<file path="src/rtl/meter_timer_if.sv">
// Bus bundle for the meter countdown timer: preset value in, remaining
// time and display controls out. clk/rst_n are kept as plain ports.
interface meter_timer_if;
  logic [13:0] val_in;
  logic        load;
  logic [13:0] time_out;
  logic        blank;
  logic [1:0]  mode;

  // driven by the add/preset logic (or a bench)
  modport master (
    output val_in, load,
    input  time_out, blank, mode
  );

  // the timer itself
  modport slave (
    input  val_in, load,
    output time_out, blank, mode
  );
endinterface

</file>
<file path="src/rtl/meter_timer.sv">
// Parking-meter countdown timer. A free-running prescaler produces a
// half-second tick and a one-second tick. Remaining time counts down once
// per second and saturates at zero. The display blinks slowly when time is
// low and quickly when time has expired.
module meter_timer #(
  parameter int CLK_HZ     = 100_000_000,
  parameter int LOW_THRESH = 200
) (
  input  logic          clk,
  input  logic          rst_n,
  meter_timer_if.slave  bus
);

  typedef enum logic [1:0] {
    MODE_NORMAL  = 2'd0,
    MODE_LOW     = 2'd1,
    MODE_EXPIRED = 2'd2
  } mode_t;

  localparam int HALF = CLK_HZ / 2;
  localparam int PW   = (HALF > 1) ? $clog2(HALF) : 1;
  localparam logic [PW-1:0] PRESC_MAX = PW'(HALF - 1);
  localparam logic [13:0]   TIME_MAX  = 14'd9999;
  localparam logic [13:0]   LOW_T     = 14'(LOW_THRESH);

  logic [PW-1:0] presc_r;
  logic          parity_r;
  logic          half_tick_s;
  logic          sec_tick_s;

  logic [13:0]   load_val_s;
  logic [13:0]   time_r;
  logic [13:0]   time_next_s;
  mode_t         mode_r;
  mode_t         mode_next_s;
  logic          blank_r;
  logic          blank_next_s;

  // Mode for a given remaining time; the value is already clamped.
  function automatic mode_t classify(input logic [13:0] t);
    mode_t m;
    if (t == 14'd0) begin
      m = MODE_EXPIRED;
    end else if (t < LOW_T) begin
      m = MODE_LOW;
    end else begin
      m = MODE_NORMAL;
    end
    return m;
  endfunction

  // Tick decode: half tick on prescaler wrap, second tick on every other one.
  always_comb begin
    half_tick_s = 1'b0;
    if (presc_r == PRESC_MAX) begin
      half_tick_s = 1'b1;
    end else begin
      half_tick_s = 1'b0;
    end
    sec_tick_s = half_tick_s & parity_r;
  end

  // Free-running prescaler and half-tick parity; only reset clears them.
  always_ff @(posedge clk or negedge rst_n) begin
    if (!rst_n) begin
      presc_r  <= '0;
      parity_r <= 1'b0;
    end else if (half_tick_s) begin
      presc_r  <= '0;
      parity_r <= ~parity_r;
    end else begin
      presc_r  <= presc_r + PW'(1);
      parity_r <= parity_r;
    end
  end

  // Next remaining time: a load beats a coincident tick; zero saturates.
  always_comb begin
    load_val_s  = bus.val_in;
    time_next_s = time_r;
    if (bus.val_in > TIME_MAX) begin
      load_val_s = TIME_MAX;
    end else begin
      load_val_s = bus.val_in;
    end
    if (bus.load) begin
      time_next_s = load_val_s;
    end else if (sec_tick_s && (time_r != 14'd0)) begin
      time_next_s = time_r - 14'd1;
    end else begin
      time_next_s = time_r;
    end
  end

  // Next mode and blink phase; any mode change restarts with display on.
  always_comb begin
    mode_next_s  = classify(time_next_s);
    blank_next_s = 1'b0;
    if (mode_next_s != mode_r) begin
      blank_next_s = 1'b0;
    end else begin
      case (mode_r)
        MODE_NORMAL:  blank_next_s = 1'b0;
        MODE_LOW:     blank_next_s = blank_r ^ sec_tick_s;
        MODE_EXPIRED: blank_next_s = blank_r ^ half_tick_s;
        default:      blank_next_s = 1'b0;
      endcase
    end
  end

  // State register: time, mode and blink phase update on the same edge.
  always_ff @(posedge clk or negedge rst_n) begin
    if (!rst_n) begin
      time_r  <= 14'd0;
      mode_r  <= MODE_EXPIRED;
      blank_r <= 1'b0;
    end else begin
      time_r  <= time_next_s;
      mode_r  <= mode_next_s;
      blank_r <= blank_next_s;
    end
  end

  assign bus.time_out = time_r;
  assign bus.mode     = mode_r;
  assign bus.blank    = blank_r;

endmodule

</file>
<file path="src/flat_wrapper.sv">
// flat-port wrapper written by rule: the top's interface ports become plain ports
module meter_timer_flat 
#(
  parameter int CLK_HZ     = 100_000_000,
  parameter int LOW_THRESH = 200
)
  (clk, rst_n, bus_val_in, bus_load, bus_time_out, bus_blank, bus_mode);
  meter_timer_if bus_i ();
  input  logic clk;
  input  logic rst_n;
  input wire logic [$bits(bus_i.val_in)-1:0] bus_val_in;
  input wire logic [$bits(bus_i.load)-1:0] bus_load;
  output wire logic [$bits(bus_i.time_out)-1:0] bus_time_out;
  output wire logic [$bits(bus_i.blank)-1:0] bus_blank;
  output wire logic [$bits(bus_i.mode)-1:0] bus_mode;
  assign bus_i.val_in = bus_val_in;
  assign bus_i.load = bus_load;
  assign bus_time_out = bus_i.time_out;
  assign bus_blank = bus_i.blank;
  assign bus_mode = bus_i.mode;
  meter_timer #(.CLK_HZ(CLK_HZ), .LOW_THRESH(LOW_THRESH)) u_core (.clk(clk), .rst_n(rst_n), .bus(bus_i));
endmodule
</file>
<file path="config.mk">
export PLATFORM = sky130hd
export DESIGN_NAME = meter_timer_flat
export DESIGN_NICKNAME = d
export VERILOG_FILES = /design/src/rtl/meter_timer_if.sv /design/src/rtl/meter_timer.sv /design/src/flat_wrapper.sv
export SDC_FILE = /design/constraint.sdc
export NUM_CORES = 1
export LEC_CHECK = 0
export CAP_MARGIN = 5
export CORE_MARGIN = 4
export CORE_UTILIZATION = 52
export CTS_BUF_LIST = sky130_fd_sc_hd__clkbuf_16
export DETAILED_ROUTE_END_ITERATION = 6
export GPL_ROUTABILITY_DRIVEN = 0
export PLACE_DENSITY = 0.76
export SKIP_LAST_GASP = 1
export SYNTH_ARGS = -nofsm -noshare
export SYNTH_HDL_FRONTEND = slang
export SYNTH_SLANG_ARGS = --single-unit
</file>
<file path="constraint.sdc">
create_clock -name clk -period 4 [get_ports clk]
set_input_delay 0.4 -clock clk [delete_from_list [all_inputs] [get_ports clk]]
set_output_delay 0.4 -clock clk [all_outputs]
set_load 0.005 [all_outputs]
</file>
==> qor.yml <==
timing:
  fmax_mhz: 315
  rsz0062_at_grt: "false"
  fin_crit_ns: 3.17
  finalSetupTns_ns: 0
  post-route-period-util_pct: 79.3
  slew_headroom_pct: 36.4
  drv_slew: 0
  skew_ns: 0.00651
  setup_viol: 0
  tightest_slew_ns: 0.954
  hold_viol: 0
global_route:
  gr-usage-all-layers_pct: 22.8
  grt-ovfl-total: 0
  grt_max_degree: 45
  grt_pass1_vias: 2238
  grt_pass1_wl_um: 11200
  antenna_found_initial: 0
power:
  p_total_mw: 1.11
  peakVddDrop_mv: 0.224
  powerDensity_nw_per_um2: 344
  seqPwrFrac_pct: 44.0
  p_int_uw: 831
  pwr-share-clk_pct: 42.6
  switching_power_uw: 280
  combinationalPowerShare_pct: 13.4
  switching_share_pct: 25.2
  p_leak_nw: 1.32
logic_synthesis:
  synth_cell_types: 62
  ys.warnings.count: 0
  synth_edf_count: 0
  synth_common_cells: "dfrtp_1 (43), nor2_1 (43), nand2_1 (16), xor2_1 (16)"
  synth_top_cell_area_share_pct: 40.3
  synthTopCellsByArea: "dfrtp_1 (40%), nor2_1 (6.0%), xor2_1 (5.2%)"
  synthCells: 282
  async_flop_share_pct: 100
  avgSynthCellArea_sq_um: 9.48
  seq_area_frac_synth_pct: 41.2
  syn-num-nets: 303
  synth_area_sq_um: 2670
  synth-seq-cells: 44
  yosysTopAreaCell: "dfrtp_1"
  synth-main-ff-cell: "dfrtp_1"
worst_setup_path:
  worst-setup-path-type: "reg2reg"
  crit_top_cell: "o211ai_2"
  critical-path-top-delay-family: "simple AND/OR/NAND/NOR gates"
  max_stage_delay_ns: 0.55
  path_cells: "inv_1 -> ha_1 -> or4b_1 -> nor4_4 -> nor4_2 -> xor2_1 -> a22o_1 -> or4_1 -> o211ai_2 -> o211ai_2"
  crit_buf_inv: 1
  path_max_fanout: 6
  crit_start: "u_core.bus.time_out[0]"
  worst_setup_path_start_kind: "register"
  critPathCaptureType: "register"
  arrival_ns: 3.34
  cp_slowest_cell: "or4b_1"
  reg2reg_from: "u_core.bus.time_out[0]"
  crit_required_ns: 4.17
place:
  place.port_buffers: 33
  dp_hpwl_um: 4730
  place_area_sq_um: 3060
floorplanning:
  initial_core_util_pct: 55.1
  core_sq_um: 4850
  ios: 34
  die-area_sq_um: 6350
  die_w_um: 79.7
  rows: 25
  die_y_um: 79.7
layout:
  final_nets: 338
  antenna_cells: 0
  area_growth_pct: 20.9
  drive_gt1_share_pct: 11.3
  finalInstanceArea_sq_um: 3230
detailed_routing:
  vias: 2345
  post_drt_wl_per_cell_um: 17.4
  post_drt_via_cell_ratio: 6.09
  drcViolationCount: 0
  routed_wl_um: 6710
  first_pass_iters: 4
  ant_nets: 0
  drtIter0Drc: 258
clocking:
  cts_tree: "yes"
  clk_pin_slew_ns: 0.07
  postCtsHoldBufs: 0
  clock_latency_ns: 0.29
  numCtsBuffers: 5
  ctsResizeCount: 0
  h-tree-depth: 2
  post_cts_buffers: 0
  clock_sinks: 44
  cts_buffer_depth: 2
  root_buffer: "clkbuf_16"
worst_hold_path:
  worstHoldPathType: "in2async"
outcome:
  outcome: "complete, no violations"
flow_run:
  drv_cap: 0
## layout make-up
| cell class | count | area, sq um |
|---|---|---|
| sequential | 44 | 1100 |
| clock inverter | 3 | 42.5 |
| tap | 67 | 83.8 |
| inverter | 12 | 45.0 |
| fill | 380 | 1620 |
| multi-input combinational | 219 | 1490 |
| timing repair buffer | 35 | 340 |
| clock buffer | 5 | 125 |
## final timing paths
path | end | slack (ns) | cells after the start
min reg2reg | u_core.presc_r[4] | 0.49 | 1
max in group asynchronous | u_core.bus.time_out[6] | 3.15 | 1
min in group clk | u_core.presc_r[4] | 0.49 | 1
max | u_core.bus.blank | 0.83 | 10
max reg2reg | u_core.bus.blank | 0.83 | 10
min | u_core.presc_r[7] | 0.26 | 1
## placed cells by master (no fill, tap or decap), types with 3 or more instances in the layout
cell	instances
nor2_1	43
dfrtp_1	43
clkdlybuf4s50_1	32
nand2_1	16
xor2_1	16
inv_1	12
nand4_1	12
nor3_1	12
nand3_1	12
xnor2_1	10
nor4_1	8
or2_2	7
o21ai_0	5
or4_1	5
a21oi_1	5
clkbuf_16	5
and3_1	4
ha_1	4
nor3b_1	3
nand2b_1	3
## registers in the layout, summed over array words and instances (netlist names)
register / flops
u_core.bus.blank: 1
u_core.bus.mode: 2
u_core.bus.time_out: 14
u_core.parity_r: 1
u_core.presc_r: 26
## through the flow
stage	util, %	worst slack, ns	cells	hold slack [ns]
final	66.6	0.829	385	0.262
after global routing	66.6	0.603	385	0.352
after detailed placement	63.2	0.829	377	0.478
after CTS	66.6	0.865	385	0.309
after floorplan	-	1.10	282	0.104
after global placement	63.2	0.918	377	0.469
## routing by layer
metal / track usage (%) / up-vias / share of wire [%]
met5: 0 / - / 0
li1: - / 1111 / -
met2: 34.3 / 89 / 45
met3: 4.97 / 14 / 6.7
met1: 32.2 / 1131 / 46
met4: 7.90 / 0 / 2.0
## power by group through the flow
stage	clock [mW]	sequential, mW	combinational [mW]
after floorplan	0	0.492	0.0706
after global routing	0.508	0.492	0.164
after CTS	0.476	0.488	0.149
after global placement	0	0.496	0.146
final	0.473	0.489	0.149
after detailed placement	0	0.497	0.147
## cell families (layout without fill, tap and decap cells)
group / after synthesis / in the layout / share of synthesized area, %
xor+xnor: 26 / 26 / 8.52
buf+inv: 19 / 55 / 2.95
compound gates: 41 / 41 / 12.8
fa+ha+maj: 4 / 4 / 1.87
mux: 1 / 1 / 0.421
flops: 44 / 44 / 41.2
simple gates: 147 / 147 / 32.2
Power figures use the tool's default switching activity.
